<file path="config.mk">
export PLATFORM = sky130hd
export DESIGN_NAME = blink_mode_controller
export DESIGN_NICKNAME = d
export VERILOG_FILES = /design/src/rtl/blink_pkg.sv /design/src/rtl/btn_debounce.sv /design/src/rtl/blink_mode_controller.sv
export SDC_FILE = /design/constraint.sdc
export NUM_CORES = 1
export LEC_CHECK = 0
export BUFFER_PORTS_ARGS = -buffer_cell sky130_fd_sc_hd__buf_4
export CELL_PAD_IN_SITES_DETAIL_PLACEMENT = 0
export CELL_PAD_IN_SITES_GLOBAL_PLACEMENT = 2
export CORE_MARGIN = 2
export CORE_UTILIZATION = 38
export CTS_CLUSTER_SIZE = 40
export DETAILED_ROUTE_END_ITERATION = 8
export HOLD_SLACK_MARGIN = 0.02
export PLACE_DENSITY_LB_ADDON = 0.1
export SLEW_MARGIN = 10
export SYNTH_ARGS = -nofsm -noshare
export SYNTH_HDL_FRONTEND = slang
export SYNTH_SLANG_ARGS = --single-unit
</file>
<file path="constraint.sdc">
create_clock -name system1000 -period 2.63 [get_ports system1000]
set_input_delay 0.526 -clock system1000 [delete_from_list [all_inputs] [get_ports system1000]]
set_output_delay 0.526 -clock system1000 [all_outputs]
set_load 0.1 [all_outputs]
</file>
<file path="src/rtl/blink_pkg.sv">
// Shared mode encoding and sequencing for the LED blinker.
package blink_pkg;

    typedef enum logic [1:0] {
        MODE_OFF  = 2'd0,
        MODE_SLOW = 2'd1,
        MODE_FAST = 2'd2,
        MODE_ON   = 2'd3
    } mode_t;

    function automatic mode_t next_mode(input mode_t m);
        case (m)
            MODE_OFF:  return MODE_SLOW;
            MODE_SLOW: return MODE_FAST;
            MODE_FAST: return MODE_ON;
            default:   return MODE_OFF;
        endcase
    endfunction

endpackage

</file>
<file path="src/rtl/btn_debounce.sv">
// Button front end: 2-flop synchroniser, run-length debounce, rising-edge press pulse.
module btn_debounce #(
    parameter int DEB_CYCLES = 4
) (
    input  logic system1000,
    input  logic system1000_rstn,
    input  logic btn_raw,
    output logic press
);

    localparam int DW = (DEB_CYCLES > 1) ? $clog2(DEB_CYCLES) : 1;
    localparam logic [DW-1:0] DEB_LAST = DW'(DEB_CYCLES - 1);

    if (DEB_CYCLES < 1) begin : g_bad_deb
        $error("btn_debounce: DEB_CYCLES must be >= 1");
    end

    logic [1:0]    sync_q;
    logic          db_q, db_d;
    logic          db_dly_q;
    logic [DW-1:0] deb_cnt_q, deb_cnt_d;

    // A level is accepted only on the DEB_CYCLES-th consecutive differing sample.
    always_comb begin
        deb_cnt_d = '0;
        db_d      = db_q;
        if (sync_q[1] != db_q) begin
            if (deb_cnt_q == DEB_LAST) begin
                db_d = sync_q[1];
            end else begin
                deb_cnt_d = deb_cnt_q + DW'(1);
            end
        end
    end

    always_ff @(posedge system1000 or negedge system1000_rstn) begin
        if (!system1000_rstn) begin
            sync_q    <= '0;
            db_q      <= 1'b0;
            db_dly_q  <= 1'b0;
            deb_cnt_q <= '0;
        end else begin
            sync_q    <= {sync_q[0], btn_raw};
            db_q      <= db_d;
            db_dly_q  <= db_q;
            deb_cnt_q <= deb_cnt_d;
        end
    end

    assign press = db_q & ~db_dly_q;

endmodule

</file>
<file path="src/rtl/blink_mode_controller.sv">
// Button-stepped mode FSM (OFF/SLOW/FAST/ON) driving a half-period LED blinker.
module blink_mode_controller
    import blink_pkg::*;
#(
    parameter int CNT_W      = 16,
    parameter int DEB_CYCLES = 4,
    parameter int SLOW_HALF  = 500,
    parameter int FAST_HALF  = 125
) (
    input  logic       system1000,
    input  logic       system1000_rstn,
    input  logic       btn,
    input  logic       enable,
    output logic       led,
    output logic [1:0] mode,
    output logic       tick
);

    localparam logic [CNT_W-1:0] SLOW_RELOAD = CNT_W'(SLOW_HALF - 1);
    localparam logic [CNT_W-1:0] FAST_RELOAD = CNT_W'(FAST_HALF - 1);

    if (CNT_W < 1 || CNT_W > 62 ||
        SLOW_HALF < 1 || longint'(SLOW_HALF) > (longint'(1) << CNT_W) ||
        FAST_HALF < 1 || longint'(FAST_HALF) > (longint'(1) << CNT_W)) begin : g_bad_param
        $error("blink_mode_controller: half-periods must lie in 1..2^CNT_W");
    end

    logic             press;
    mode_t            mode_q, mode_d;
    logic [CNT_W-1:0] cnt_q, cnt_d;
    logic             led_q, led_d;
    logic             tick_q, tick_d;
    logic             blinking;
    logic [CNT_W-1:0] reload;

    btn_debounce #(
        .DEB_CYCLES(DEB_CYCLES)
    ) u_btn (
        .system1000      (system1000),
        .system1000_rstn (system1000_rstn),
        .btn_raw         (btn),
        .press           (press)
    );

    // A press takes priority over counter expiry, so entry never ticks.
    always_comb begin
        mode_d   = mode_q;
        cnt_d    = cnt_q;
        led_d    = led_q;
        tick_d   = 1'b0;
        blinking = (mode_q == MODE_SLOW) || (mode_q == MODE_FAST);
        reload   = (mode_q == MODE_SLOW) ? SLOW_RELOAD : FAST_RELOAD;
        if (press) begin
            mode_d = next_mode(mode_q);
            case (mode_d)
                MODE_SLOW: begin led_d = 1'b1; cnt_d = SLOW_RELOAD; end
                MODE_FAST: begin led_d = 1'b1; cnt_d = FAST_RELOAD; end
                MODE_ON:   begin led_d = 1'b1; cnt_d = '0;          end
                default:   begin led_d = 1'b0; cnt_d = '0;          end
            endcase
        end else if (blinking && enable) begin
            if (cnt_q != '0) begin
                cnt_d = cnt_q - CNT_W'(1);
            end else begin
                led_d  = ~led_q;
                cnt_d  = reload;
                tick_d = 1'b1;
            end
        end
    end

    always_ff @(posedge system1000 or negedge system1000_rstn) begin
        if (!system1000_rstn) begin
            mode_q <= MODE_OFF;
            cnt_q  <= '0;
            led_q  <= 1'b0;
            tick_q <= 1'b0;
        end else begin
            mode_q <= mode_d;
            cnt_q  <= cnt_d;
            led_q  <= led_d;
            tick_q <= tick_d;
        end
    end

    assign led  = led_q;
    assign mode = mode_q;
    assign tick = tick_q;

endmodule

</file>
==> impl_metrics.csv <==
group,metric,value,unit
layout,drive_gt1_share,14.7,%
pwr,power,2030,uW
grt,grt_use_met2,26.6,%
detailed_routing,drc,0,
job,cap_violations,0,
logic_synthesis,yosys_warnings,0,
pwr,p_leak,0.000677,uW
clocking,cts_htree_levels,1,
die,core-area,3690,um2
detailed_routing,detail_route.first_pass.iterations,9,
layout,syn2layout_area_growth,10.9,%
timing,hold_violations,0,
logic_synthesis,synth.top_cells.by_count,"dfrtp_1, a21oi_1, nand2_1, o21ai_0",
die,row_count,22,
critical_path,path_class,"flop to flop",
critical_path,critPathRequiredTime,2.77,ns
clocking,ctsLongestPathBuffers,2,
clocking,clk_latency,0.28,ns
pwr,clkPwrFrac,16.9,%
placement,place_inst,200,
pwr,combPwrFrac,49.1,%
placement,gp_congestion,0.817,
detailed_routing,drtIter0Drc,100,
pwr,power.internal,1090,uW
pwr,p_sw,934,uW
logic_synthesis,synthAdderAreaFrac,5.13,%
grt,grt_pass1_wl,5640,um
detailed_routing,drt_wl_total,3350,um
pwr,p_per_area,1250,nW/um2
logic_synthesis,ys_types,49,
timing,timing.final.crit_share,87.4,%
logic_synthesis,synth_top_area_share,44.4,%
grt,grt_pass1_vias,1111,
pwr,pwr-share-seq,34.0,%
logic_synthesis,synth_top_area_cell,"dfrtp_1",
logic_synthesis,syn_area,1460,um2
detailed_routing,ant_nets,0,
die,fp.dieW,66.1,um
logic_synthesis,ys_seq_area_share,44.4,%
timing,max_freq,0.435,GHz
logic_synthesis,synth_top_cells_by_area,"dfrtp_1, a21oi_1, ha_1, o21ai_0, or4_1",
die,die_h,66.1,um
layout,antenna_cells,0,
grt,met1_usage,24.4,%
layout,final_cells,204,
placement,dp_hpwl,2270,um
logic_synthesis,synth_top_family_by_area,"simple AND/OR/NAND/NOR gates",
clocking,cts.repair.resized,0,
critical_path,rrSetupSlack,0.33,ns
critical_path,cp_max_fo,9,
grt,grt_max_degree,27,
logic_synthesis,synth_compound_area_share,18.4,%
timing,setup_violations,0,
clocking,cts_buffers,3,
placement,io_buffers,7,
layout,final_util,44.0,%
clocking,clock_tree.root_cell,"clkbuf_8",
grt,use_met3,2.56,%
status,outcome,"completed",
critical_path,end_kind,"flop",
timing,period_needed,2.30,ns
worst_hold_path,min-delay-path-class,"input port to async pin",
logic_synthesis,synth_edf_count,0,
timing,slew_headroom,51.6,%
grt,overflow,0,
grt,busiest_layer,"met2",
timing,skew,0.00660,ns
detailed_routing,viasPerCell,5.86,
die,boundaryPins,8,
critical_path,crit_arrival,2.44,ns
timing,final.setup.tns,0,ns
logic_synthesis,syn-mean-instance-area,9.69,um2
logic_synthesis,async_flop_share,100,%
detailed_routing,num_vias,1195,
layout,nets,167,
die,die_area,4360,um2
clocking,ctsHoldBuffers,0,
logic_synthesis,synth.area.mux_share,2.14,%
grt,grt_use_total,17.2,%
die,initial_utilization,39.7,%
clocking,postCtsSetupBuffers,0,
grt,antenna_found_initial,0,
timing,rsz0062_at_grt,"false",
pwr,swShare,46.1,%
pwr,max-vdd-ir-drop,684,uV
clocking,tritoncts,"built",
clocking,clk_pin_slew_worst_paths,0.10,ns
logic_synthesis,synthSimpleGateAreaFrac,23.0,%
detailed_routing,wire_per_inst,16.4,um
logic_synthesis,synth_xor_area_share,2.99,%
timing,tightest_slew,0.727,ns
timing,maxSlewViolCount,0,
logic_synthesis,mappedNetlistNets,161,
layout,fill_cells,372,
logic_synthesis,dominantRegCellSynth,"dfrtp_1",
logic_synthesis,synth_seq_cells,26,
clocking,cts_sinks,26,
timing,whs,0.133,ns
logic_synthesis,yosysMostFrequentCell,"dfrtp_1",
logic_synthesis,syn_inst,151,
critical_path,setup.worst_path.start_class,"flop",
[final cells by class]
class                      count  area, um2  share of cell area [%]
multi-input combinational    112        756                    46.6
inverter                       6       22.5                    1.39
tap                           48       60.1                    3.70
clock buffer                   3       41.3                    2.54
timing repair buffer           8       60.1                    3.70
sequential                    26        653                    40.2
clock inverter                 1       30.0                    1.85
[worst max-delay path, cell delays in order (launching register included)]
cell and delay, ns:
dfrtp_1 0.42, inv_1 0.11, ha_1 0.33, nor4b_1 0.28, nand4_1 0.37, o21ai_0 0.43
o311ai_0 0.22
[worst paths after layout]
kind	from	to	cells past startpoint
max in group asynchronous	system1000_rstn	mode[1]	1
worst min register to register	u_btn.sync_q[0]	u_btn.sync_q[1]	0
worst min-delay path	system1000_rstn	cnt_q[8]	1
worst max register to register	cnt_q[0]	cnt_q[7]	6
min in group system1000	btn	u_btn.sync_q[0]	1
worst max-delay path	cnt_q[0]	cnt_q[7]	6
[registers in the layout, summed over array words and instances, names as in the netlist]
signal           count
cnt_q               16
mode                 2
u_btn.deb_cnt_q      2
u_btn.sync_q         2
led                  1
tick                 1
u_btn.db_dly_q       1
u_btn.db_q           1
[routing by layer]
layer	wire length (um)	share of wire, %
met5	0	0
met4	51	1.5
met3	124	3.7
met2	1580	47
met1	1590	48
[metrics by stage]
| step | area (um2) | worst slack (ns) |
|---|---|---|
| floorplan | 1470 | 0.296 |
| global placement | 1550 | 0.570 |
| detailed placement | 1550 | 0.381 |
| CTS | 1620 | 0.338 |
| global route | 1620 | 0.0549 |
| finish | 1620 | 0.331 |
[logic make-up after synthesis]
family	Yosys count
compound gates	43
xor+xnor	5
fa+ha+maj	6
buf+inv	13
flops	26
mux	3
simple gates	55
[layout by cell type (no fill, tap or decap), drive strengths merged, types with 2 or more instances in the layout]
cell type,n
a21oi,16
a22oi,2
and2,2
and3,2
buf,8
clkbuf,3
dfrtp,26
ha,6
inv,6
mux2i,2
nand2,9
nand2b,2
nand3,5
nand4,4
nor2,6
nor3,6
nor4,3
nor4b,2
o2111ai,2
o211ai,2
o21ai,9
o311ai,2
o31ai,2
or2,2
or3,3
or4,5
xnor2,2
xor2,3
[power by group through the flow]
stage,registers (uW),logic [uW],clock network [uW]
after CTS,689,994,352
after global placement,686,980,0
after global routing,716,1110,375
after floorplan,818,649,0
final,689,995,343
after detailed placement,696,989,0
(Power assumes the default switching activity.)
